### src/rtl/vr_wheel_gen.sv
// Crank-wheel simulator: generates a VR/Hall tooth train with a missing-tooth
// sync gap, a revolution sync pulse and a half-speed cam phase signal.
module vr_wheel_gen #(
  parameter int TEETH   = 60,
  parameter int MISSING = 2,
  parameter int CNT_W   = 16,
  parameter int PRE_W   = 8
) (
  input  logic                     clk,
  input  logic                     rst,
  input  logic                     en,
  input  logic [PRE_W-1:0]         presc,
  input  logic                     period_we,
  input  logic [CNT_W-1:0]         period_in,
  output logic                     vr_out,
  output logic [$clog2(TEETH)-1:0] tooth_idx,
  output logic                     sync,
  output logic                     cam_out
);

  localparam int IDX_W = $clog2(TEETH);
  // Wide enough to hold P*(MISSING+1)-1 without truncation.
  localparam int TOP_W = CNT_W + $clog2(MISSING + 2);
  localparam logic [IDX_W-1:0] LAST_IDX   = IDX_W'(TEETH - MISSING - 1);
  localparam logic [CNT_W-1:0] RST_PERIOD = CNT_W'(64);
  localparam logic [TOP_W-1:0] GAP_MULT   = TOP_W'(MISSING + 1);

  logic [PRE_W-1:0] pcnt_reg, pcnt_next;
  logic [TOP_W-1:0] tckc_reg, tckc_next;
  logic [IDX_W-1:0] tooth_idx_reg, tooth_idx_next;
  logic             vr_out_reg, vr_out_next;
  logic             sync_reg, sync_next;
  logic             cam_out_reg, cam_out_next;
  logic [CNT_W-1:0] shadow_reg, shadow_next;
  logic [CNT_W-1:0] act_period_reg, act_period_next;

  logic [CNT_W-1:0] p_eff;
  logic [TOP_W-1:0] top;
  logic             tick, tooth_end, wrap;

  always_comb begin
    p_eff     = (act_period_reg < CNT_W'(2)) ? CNT_W'(2) : act_period_reg;
    top       = (tooth_idx_reg == '0) ? (TOP_W'(p_eff) * GAP_MULT - TOP_W'(1))
                                      : (TOP_W'(p_eff) - TOP_W'(1));
    tick      = en && (pcnt_reg == presc);
    tooth_end = tick && (tckc_reg == top);
    wrap      = tooth_end && (tooth_idx_reg == LAST_IDX);
  end

  always_comb begin
    pcnt_next       = pcnt_reg;
    tckc_next       = tckc_reg;
    tooth_idx_next  = tooth_idx_reg;
    vr_out_next     = vr_out_reg;
    sync_next       = 1'b0;
    cam_out_next    = cam_out_reg;
    shadow_next     = shadow_reg;
    act_period_next = act_period_reg;

    if (period_we)
      shadow_next = period_in;

    // The >= also recovers immediately when presc is lowered below pcnt.
    if (en)
      pcnt_next = (pcnt_reg >= presc) ? '0 : pcnt_reg + PRE_W'(1);

    if (tooth_end) begin
      tckc_next      = '0;
      vr_out_next    = 1'b0;
      tooth_idx_next = wrap ? '0 : tooth_idx_reg + IDX_W'(1);
    end else if (tick) begin
      tckc_next = tckc_reg + TOP_W'(1);
      if (tckc_reg == (top >> 1))
        vr_out_next = 1'b1;
    end

    // Period changes only land on a revolution boundary.
    if (wrap) begin
      sync_next       = 1'b1;
      cam_out_next    = ~cam_out_reg;
      act_period_next = shadow_reg;
    end
  end

  always_ff @(posedge clk or posedge rst) begin
    if (rst) begin
      pcnt_reg       <= '0;
      tckc_reg       <= '0;
      tooth_idx_reg  <= '0;
      vr_out_reg     <= 1'b0;
      sync_reg       <= 1'b0;
      cam_out_reg    <= 1'b0;
      shadow_reg     <= RST_PERIOD;
      act_period_reg <= RST_PERIOD;
    end else begin
      pcnt_reg       <= pcnt_next;
      tckc_reg       <= tckc_next;
      tooth_idx_reg  <= tooth_idx_next;
      vr_out_reg     <= vr_out_next;
      sync_reg       <= sync_next;
      cam_out_reg    <= cam_out_next;
      shadow_reg     <= shadow_next;
      act_period_reg <= act_period_next;
    end
  end

  assign vr_out    = vr_out_reg;
  assign tooth_idx = tooth_idx_reg;
  assign sync      = sync_reg;
  assign cam_out   = cam_out_reg;

endmodule

### config.mk
export PLATFORM = sky130hd
export DESIGN_NAME = vr_wheel_gen
export DESIGN_NICKNAME = d
export VERILOG_FILES = /design/src/rtl/vr_wheel_gen.sv
export SDC_FILE = /design/constraint.sdc
export NUM_CORES = 1
export LEC_CHECK = 0
export ABC_AREA = 1
export CAP_MARGIN = 20
export CELL_PAD_IN_SITES_DETAIL_PLACEMENT = 0
export CELL_PAD_IN_SITES_GLOBAL_PLACEMENT = 2
export CORE_MARGIN = 2
export CORE_UTILIZATION = 37
export CTS_CLUSTER_DIAMETER = 40
export CTS_CLUSTER_SIZE = 28
export DETAILED_ROUTE_END_ITERATION = 12
export GPL_ROUTABILITY_DRIVEN = 0
export PLACE_DENSITY_LB_ADDON = 0.1
export SKIP_LAST_GASP = 1
export SYNTH_ARGS = -nofsm -noshare
export SYNTH_HDL_FRONTEND = slang
export SYNTH_SLANG_ARGS = --single-unit
### constraint.sdc
create_clock -name clk -period 11.2 [get_ports clk]
set_input_delay 2.24 -clock clk [delete_from_list [all_inputs] [get_ports clk]]
set_output_delay 2.24 -clock clk [all_outputs]
set_load 0.1 [all_outputs]
==> key figures <==
Die
  • Initial core utilization: a little under two fifths
  • Standard cell core area: ~0.016 mm2
  • I/O pins: 37
  • Row Count: between 40 and 50
  • Width of the chip: 131 um
  • Die Height: about 130 um
  • Die outline area: around 0.017 mm2

Routing
  • Met2 routed WL: ~7500 um
  • Met1 wire length: slightly below 8000 um
  • # DRC: 0
  • Wirelength, routed: around 16000 um
  • Sum of met3 wire segment lengths after detailed routing: around 540 um
  • Overall via count from detail_route: between 5000 and 6000
  • Post-route antenna net violation count: 0
  • Initial drt markers: roughly 280
  • Vias per inst: 4.99
  • Top metal layer carrying routed signals: met4
  • Router iterations before antenna repair: 5
  • Drt wl/cell: 14.4 um

Synth
  • Mean post-synth cell area: a little under 7 um2
  • Number of flops mapped to enable cells by yosys: 0
  • Unique cell type count in the Yosys netlist: 43
  • Synth warnings: 0
  • Synth async-reset ratio: 100%
  • Syn_nets: 971
  • Summed instance area of the synthesized netlist: ~0.006 mm2
  • Most used DFF post-synth: sky130_fd_sc_hd__dfrtp_1
  • Instance count of the mapped netlist: about 880
  • #FFs+latches synth: 67
  • Share of the yosys chip area belonging to registers: ~28%

Run
  • Max-capacitance violation count: 0

Global route
  • Number of global-route vias before repair: between 5000 and 6000
  • First-pass GRT wire length: ~28000 um
  • Largest net degree at the start of global routing: between 60 and 70
  • All-Layer GR Usage: 19.9%
  • Number of antenna violations at the first check in global routing: 0
  • Overflow after GRT: 0

Power and ir drop
  • Peak supply drop: approximately 0.094 mV
  • Pwr/cell area: 92.4 mW/mm2
  • Final Power: around 630 uW
  • Leakage component of the power: around 0.0037 uW

STA
  • RSZ-0062 raised after global routing: no
  • Final Setup Violations: 0
  • Clk_skew: ~0.007 ns
  • Worst Slack Setup Final: around 5.7 ns
  • Headroom to the max-slew limit: between 30% and 40%
  • Worst Tran Pin Value: about 0.97 ns
  • Highest clock frequency the design can meet: roughly 180 MHz
  • Fin. max-slew vios: 0
  • Final worst path period need: between 5 and 6 ns
  • Sum of negative setup slack: 0 ns
  • Hold violation count in the final report: 0
  • Final worst-path cycle share: 48.9%

Worst setup path
  • CP Launch Type: input pin
  • Required arrival time at the worst endpoint: between 10 and 15 ns
  • CP Class: in2reg
  • Arrival @ worst endpoint: roughly 5.7 ns
  • Crit path max fanout: 32
  • Critical path capture point type: register

Worst hold path
  • Class of the tightest hold or removal check: reg2reg

Place
  • DP HPWL: 13400 um
  • Number of cells in the design after placement: 1123
  • Worst slack at placement: roughly 5.4 ns
  • Number of port buffers: 36

Clock tree
  • Worst-case clock buffer depth: 2
  • Clock latency at the later pin of the worst-skew pair: approximately 0.34 ns
  • Post-CTS Repair Setup Buffers: 0
  • Depth of the CTS H-tree: 3
  • Root buffer cell: sky130_fd_sc_hd__clkbuf_16
  • Number of cells upsized or downsized after cts: 0
  • CTS clock-pin slew for the worst setup and hold paths: roughly 0.060 ns
  • Number of buffers added by the clock tree synthesis step: 9
  • CTS tree: built
  • Sinks on the clock net: 67
  • CTS Hold Bufs: 0

Final layout
  • Filler-free cell count of the finished design: around 1100
  • Flip-flop count of the largest register, all copies and words added: 18
  • Layout area overhead: 14.7%
  • Final-stage net count: slightly above 1000
  • Share of post-route cells with drive strength above 1: 6.07%
  • Post-Route Utilization: a little over two fifths
  • Antenna diode instance count: 0

Run status
  • Run status: complete, no violations
-- cell families after synthesis --
family,synth area share (%)
compound gates,5.89
fa+ha+maj,12.7
buf+inv,10.6
xor+xnor,2.93
simple gates,36.9
mux,3.01
flops,28.0
-- report_power, final --
group,switching (uW),internal [uW]
Combinational,35.8,34.8
Clock,110,178
Sequential,17.2,259
Total,163,472
-- layer usage --
layer	vias to the layer above	GRT usage, %
met5	-	0
met4	0	7.79
met3	28	3.09
met2	96	32.9
met1	2620	26.1
li1	2935	-
-- cells in the mapped netlist, drive strengths merged (2+ instances only) --
library cell  number  share of area [%]
dfrtp             65                 27
mux2              16                3.0
ha                59                 12
xnor2              4               0.58
dfstp              2               0.88
a31oi              3               0.31
and2               2               0.21
nand2            234                 15
o21ai             27                2.3
nand3            112                9.8
inv              148                9.3
or2                4               0.46
xor2              16                2.3
nor2              80                5.1
or3                2               0.21
a21boi             2               0.25
nand3b             7               0.88
clkbuf             7               0.46
nor3              12                1.0
a21oi             26                2.2
a21o               2               0.25
buf                8               0.81
nand4             34                3.7
o211ai             2               0.25
nor4               4               0.52
-- cell type report --
cell class	count	area, um2
Clock buffer	10	239
Clock inverter	6	63.8
Fill cell	1722	8960
Inverter	149	559
Multi-Input combinational cell	652	3680
Sequential cell	67	1680
Tap cell	216	270
Timing Repair Buffer	39	383
-- path summary, 6_finish.rpt --
path	startpoint	to	slack, ns	cells after the start
worst max register to register	act_period_reg[14]$_DFFE_PP0P_	tckc_reg[2]$_DFFE_PP0P_	5.95	24
worst max-delay path	presc[7]	tckc_reg[2]$_DFFE_PP0P_	5.72	21
worst min register to register	act_period_reg[6]$_DFFE_PP1P_	act_period_reg[6]$_DFFE_PP1P_	0.48	2
max in group asynchronous	rst	pcnt_reg[1]$_DFFE_PP0P_	8.17	3
min in group asynchronous	rst	tooth_idx[4]$_DFFE_PP0N_	2.47	3
worst min-delay path	act_period_reg[6]$_DFFE_PP1P_	act_period_reg[6]$_DFFE_PP1P_	0.48	2
-- cells in the final DEF, fill, tap and decap left out, drive strengths merged, types with 2 or more instances in the layout --
cell type	count
a21boi	2
a21o	2
a21oi	26
a31oi	3
and2	2
buf	3
clkbuf	10
clkdlybuf4s50	36
clkinv	3
clkinvlp	2
dfrtp	65
dfstp	2
ha	59
inv	149
mux2	16
nand2	234
nand3	112
nand3b	7
nand4	34
nor2	80
nor3	12
nor4	4
o211ai	2
o21ai	27
or2	4
or3	2
xnor2	4
xor2	16
-- stage by stage --
step,cell area (um2),hold slack (ns)
final,6870,0.482
after global routing,6870,0.510
after CTS,6870,0.484
after detailed placement,6570,0.476
after global placement,6570,0.464
after floorplan,5990,0.442
-- critical path, stage by stage --
cell	delay [ns]
sky130_fd_sc_hd__clkdlybuf4s50_1	0.45
sky130_fd_sc_hd__inv_1	0.04
sky130_fd_sc_hd__ha_1	0.28
sky130_fd_sc_hd__nand2_1	0.06
sky130_fd_sc_hd__nor2_1	0.14
sky130_fd_sc_hd__nand4_1	0.13
sky130_fd_sc_hd__nor2_2	0.11
sky130_fd_sc_hd__buf_4	0.33
sky130_fd_sc_hd__nand3_1	0.12
sky130_fd_sc_hd__nor2_1	0.11
sky130_fd_sc_hd__nand2_1	0.05
sky130_fd_sc_hd__nor2_1	0.08
sky130_fd_sc_hd__nand2_1	0.05
sky130_fd_sc_hd__nor2_1	0.09
sky130_fd_sc_hd__nand4_1	0.08
sky130_fd_sc_hd__nor2_1	0.09
sky130_fd_sc_hd__nand3_1	0.07
sky130_fd_sc_hd__nor2_1	0.16
sky130_fd_sc_hd__nand3_1	0.61
sky130_fd_sc_hd__nand3b_1	0.30
sky130_fd_sc_hd__inv_1	0.06
Note: power is estimated with default switching activity, not from simulation.
